<file path="config.mk">
export PLATFORM = sky130hd
export DESIGN_NAME = float_copro_arbiter
export DESIGN_NICKNAME = d
export VERILOG_FILES = /design/src/rtl/float_copro_arbiter.sv
export SDC_FILE = /design/constraint.sdc
export NUM_CORES = 1
export LEC_CHECK = 0
export ABC_CLOCK_PERIOD_IN_PS = 4200
export CAP_MARGIN = 15
export CORE_UTILIZATION = 45
export DETAILED_ROUTE_END_ITERATION = 8
export PLACE_DENSITY = 0.95
export SLEW_MARGIN = 20
export SYNTH_ARGS = -nofsm -noshare
export SYNTH_HDL_FRONTEND = slang
export SYNTH_SLANG_ARGS = --single-unit
export TNS_END_PERCENT = 30
</file>
<file path="constraint.sdc">
create_clock -name clk -period 4.2 [get_ports clk]
set_input_delay 0.84 -clock clk [delete_from_list [all_inputs] [get_ports clk]]
set_output_delay 0.84 -clock clk [all_outputs]
set_load 0.05 [all_outputs]
</file>
<file path="src/rtl/float_copro_arbiter.sv">
// Two-requester arbiter that shares one float coprocessor using four-phase handshakes.
// Define FLOAT_ARB_ROUND_ROBIN_EN for round-robin on simultaneous requests; default is fixed req0 priority.
module float_copro_arbiter #(
    parameter int OPCODE_W = 11,
    parameter int DATA_W   = 32
) (
    input  logic                clk,
    input  logic                reset,
    input  logic                req0_valid,
    input  logic [OPCODE_W-1:0] req0_opcode,
    input  logic [DATA_W-1:0]   req0_op0,
    input  logic [DATA_W-1:0]   req0_op1,
    output logic                req0_complete,
    output logic [DATA_W-1:0]   req0_result,
    input  logic                req1_valid,
    input  logic [OPCODE_W-1:0] req1_opcode,
    input  logic [DATA_W-1:0]   req1_op0,
    input  logic [DATA_W-1:0]   req1_op1,
    output logic                req1_complete,
    output logic [DATA_W-1:0]   req1_result,
    output logic                copro_valid,
    output logic [OPCODE_W-1:0] copro_opcode,
    output logic [DATA_W-1:0]   copro_op0,
    output logic [DATA_W-1:0]   copro_op1,
    input  logic                copro_complete,
    input  logic [DATA_W-1:0]   copro_result,
    output logic                grant_id,
    output logic                busy
);

    typedef enum logic [1:0] {IDLE, ISSUE, RELEASE, RESPOND} state_t;

    typedef struct packed {
        logic [OPCODE_W-1:0] opcode;
        logic [DATA_W-1:0]   op0;
        logic [DATA_W-1:0]   op1;
    } req_t;

    state_t            state;
    logic              last_grant;
    logic [DATA_W-1:0] result_q;
    logic              any_req;
    logic              winner;
    logic              owner_valid;
    req_t              req0_pkt;
    req_t              req1_pkt;
    req_t              win_pkt;

    assign req0_pkt    = '{opcode: req0_opcode, op0: req0_op0, op1: req0_op1};
    assign req1_pkt    = '{opcode: req1_opcode, op0: req1_op0, op1: req1_op1};
    assign any_req     = req0_valid | req1_valid;
    assign owner_valid = grant_id ? req1_valid : req0_valid;

`ifdef FLOAT_ARB_ROUND_ROBIN_EN
    // On a tie the requester that did not win last time goes next.
    assign winner = (req0_valid & req1_valid) ? ~last_grant : req1_valid;
`else
    assign winner = ~req0_valid;
`endif

    assign win_pkt = winner ? req1_pkt : req0_pkt;

    always_ff @(posedge clk) begin
        if (reset) begin
            state         <= IDLE;
            copro_valid   <= 1'b0;
            copro_opcode  <= '0;
            copro_op0     <= '0;
            copro_op1     <= '0;
            req0_complete <= 1'b0;
            req1_complete <= 1'b0;
            req0_result   <= '0;
            req1_result   <= '0;
            result_q      <= '0;
            grant_id      <= 1'b0;
            busy          <= 1'b0;
            last_grant    <= 1'b1;
        end else begin
            case (state)
                IDLE: begin
                    // A complete still high here belongs to an abandoned transaction.
                    if (any_req && !copro_complete) begin
                        grant_id     <= winner;
                        last_grant   <= winner;
                        copro_opcode <= win_pkt.opcode;
                        copro_op0    <= win_pkt.op0;
                        copro_op1    <= win_pkt.op1;
                        copro_valid  <= 1'b1;
                        busy         <= 1'b1;
                        state        <= ISSUE;
                    end
                end
                ISSUE: begin
                    if (copro_complete) begin
                        result_q    <= copro_result;
                        copro_valid <= 1'b0;
                        state       <= RELEASE;
                    end
                end
                RELEASE: begin
                    if (!copro_complete) begin
                        if (grant_id) begin
                            req1_result   <= result_q;
                            req1_complete <= 1'b1;
                        end else begin
                            req0_result   <= result_q;
                            req0_complete <= 1'b1;
                        end
                        state <= RESPOND;
                    end
                end
                RESPOND: begin
                    // An owner that already dropped valid sees a single-cycle complete.
                    if (!owner_valid) begin
                        req0_complete <= 1'b0;
                        req1_complete <= 1'b0;
                        busy          <= 1'b0;
                        state         <= IDLE;
                    end
                end
                default: state <= IDLE;
            endcase
        end
    end

endmodule
</file>
==> impl_results.md <==
* Status: finished, final reports clean
* Worst setup path class: flop to output port
* Area Overhead vs Synth at 54.0%
* Total I/O pin count at 331
* Vias in the first global route at 6,631
* Initial Utilization at 46.6%
* Initial antenna violation count at 0
* R2R cell count at 6
* Fraction of layout cells with a size suffix above 1 at 6.35%
* Hold EP: req0_result[13]
* Fmax at 363 MHz
* Synthesized flop and latch total at 178
* CTS buffer count at 17
* Final min period at 2.75 ns
* Cell Area, Placed at 10,500 sq um
* Internal at 3.57 mW
* Worst endpoint required time at 3.36 ns
* Max_cap viols at 0
* DRT Wirelength at 22.9 mm
* Clock H-tree levels at 4
* P_leak at 3.99 nW
* Global-route congestion overflow total at 0
* Crit Path Max Fanout at 9
* DP HPWL at 16.0 mm
* Placed cell count at 1,282
* Vias per Instance at 5.21
* CP max stage cell: clkdlybuf4s50_1
* Port bufs at 330
* Cell Area, Synth at 7170 sq um
* RR Startpoint: state[0]
* WL/cell at 17.5 microns
* CTS Root Buffer Type: clkbuf_16
* DRT Pass-1 Iters at 5
* Startpoint Class: flop
* Comb pwr share at 37.6%
* ANT nets after route at 0
* Min-Delay Path Class: flop to flop
* Post-route DRC at 0
* Crit path max-delay family: buffers and inverters
* Syn Area/Cell at 8.92 sq um
* Chip width at 128 microns
* Tot GR Track Use at 27.7%
* Critical path's largest stage delay at 0.92 ns
* RSZ-0062 raised after global routing: false
* Clock power frac at 26.4%
* Die area at 16,400 sq um
* Transition time of the tightest slew-check pin at 0.865 ns
* GP Congestion at 0.759
* Clk slew on worst S/H paths at 0.06 ns
* Worst reg2reg setup slack at 1.95 ns
* First-pass GRT wire length at 34.8 mm
* CTS Hold Bufs at 0
* Std cell rows at 45
* Post-synth ARST share at 0%
* YS warnings at 0
* Ys flop type: dfxtp_1
* Fill cells at 1,079
* Synthesized instance count at 804
* Worst Min Path Start: req0_result[13]
* Largest net degree at the start of global routing at 154
* Vias post-DR at 6,846
* Post-synth EDFFs at 0
* CP Cell Sequence: clkdlybuf4s50_1
* Buf+Inv Stages, Crit Path at 1
* CTS tree: built
* Nets at 1,282
* Maximum VDD drop at 348 uV
* Final-report setup violation count at 0
* Clock latency on the worst-skew pair at 0.42 ns
* Sequential area share after synthesis at 49.7%
* Setup TNS Final at 0 ns
* Fin. Hold Viols at 0
* Fin crit share at 65.6%
* N_diodes at 0
* Worst Hold Depth at 2
* Netlist cell types at 29
* Post-Synthesis Net Count at 996
* Post-CTS resize count at 0
* CTS max path bufs at 2
* Final Instance Area at 11,000 sq um
* Arrival time worst endpoint at 1.91 ns
* Setup Fix Bufs, Post-CTS at 0
* Clock Skew at 0.00844 ns
* PD cells at 528 nW/um^2
* Slew margin rel. at 42.3%
* Drt initial violations at 394
* Die height at 128 microns
* NetSw at 2.25 mW
* Slew Limit Fails at 0
* RR Endpoint: req0_complete
* Critical path capture point type: output port
* Finished Layout Cells at 1,314
* Net Sw Frac at 38.7%
* Reg power frac at 36.0%
* Core Box Area at 15,400 sq um
* Num Clock Sinks at 178
-- synth_stat cells (2+ instances only) --
cell type | n | area (sq um)
a211oi_1 | 57 | 428
a211oi_2 | 21 | 263
a21oi_1 | 102 | 510
buf_1 | 2 | 7.51
buf_2 | 33 | 165
buf_4 | 4 | 30.0
buf_6 | 5 | 56.3
clkbuf_1 | 25 | 93.8
dfxtp_1 | 178 | 3560
ha_1 | 5 | 62.6
inv_1 | 4 | 15.0
mux2i_1 | 76 | 761
nand2_1 | 196 | 736
nor2_1 | 79 | 297
o21ai_0 | 3 | 15.0
-- stage by stage --
| stage | utilization [%] | power [mW] | hold WS (ns) | setup slack [ns] |
|---|---|---|---|---|
| floorplan | - | 3.58 | 0.445 | 2.26 |
| global placement | 68.0 | 4.23 | 0.440 | 1.23 |
| detailed placement | 68.0 | 4.30 | 0.446 | 1.20 |
| CTS | 71.8 | 5.84 | 0.454 | 1.43 |
| global route | 71.8 | 6.07 | 0.466 | 1.36 |
| finish | 71.8 | 5.83 | 0.454 | 1.45 |
-- routing by layer --
| metal | GRT usage, % | wire length, microns | part of all wire [%] |
|---|---|---|---|
| met5 | 0 | 0 | 0 |
| met3 | 9.64 | 1870 | 8.1 |
| met2 | 49.3 | 11800 | 51 |
| met1 | 29.4 | 8640 | 38 |
| met4 | 12.4 | 674 | 2.9 |
-- power by group through the flow --
stage | combinational [mW] | sequential (mW) | clock, mW
floorplan | 0.792 | 2.79 | 0
global placement | 2.12 | 2.11 | 0
detailed placement | 2.18 | 2.13 | 0
CTS | 2.19 | 2.09 | 1.56
global route | 2.31 | 2.13 | 1.64
finish | 2.19 | 2.10 | 1.54
-- flip-flops by register name (all words and copies together), names as in the netlist, 2 cells and up --
register / count
copro_op0: 32
req1_result: 32
copro_op1: 32
result_q: 32
copro_opcode: 11
req0_result: 32
state: 2
-- layout make-up --
class / instances / area [sq um] / share of cell area, %
Timing Repair Buffer: 336 / 3370 / 30.6
Clock inverter: 10 / 93.8 / 0.850
Clock buffer: 22 / 484 / 4.39
Tap cell: 211 / 264 / 2.39
Sequential cell: 178 / 3560 / 32.3
Multi-Input combinational cell: 553 / 3240 / 29.4
Inverter: 4 / 15.0 / 0.136
-- cell usage in the layout (no fill, tap or decap), drive strengths merged --
cell / Yosys / layout
a211oi: 78 / 78
a21oi: 102 / 102
a221oi: 1 / 1
a22o: 1 / 1
and2: 1 / 1
and3b: 1 / 1
buf: 44 / 8
clkbuf: 25 / 22
clkdlybuf4s50: 0 / 328
clkinv: 0 / 5
dfxtp: 178 / 178
ha: 5 / 5
inv: 4 / 9
mux2: 2 / 2
mux2i: 76 / 76
nand2: 196 / 196
nand2b: 1 / 1
nand3b: 1 / 1
nor2: 80 / 80
nor3: 1 / 1
nor3b: 1 / 1
o21ai: 3 / 3
o21bai: 1 / 1
or3: 1 / 1
or3b: 1 / 1
-- how the worst max path moves through the flow --
stage | startpoint | endpoint | slack [ns] | cells past startpoint
global route | grant_id | grant_id | 1.36 | 1
finish | grant_id | grant_id | 1.45 | 1
global placement | copro_complete | req0_complete | 1.23 | 5
floorplan | copro_complete | req0_complete | 2.26 | 6
CTS | grant_id | grant_id | 1.43 | 1
detailed placement | copro_complete | req0_complete | 1.20 | 5
-- kinds of logic after synthesis --
kind of cell	Yosys count	share of synthesized area [%]
buf+inv	73	5.13
mux	78	11.0
compound gates	186	17.7
flops	178	49.7
simple gates	284	15.6
fa+ha+maj	5	0.873
(Power assumes the default switching activity.)
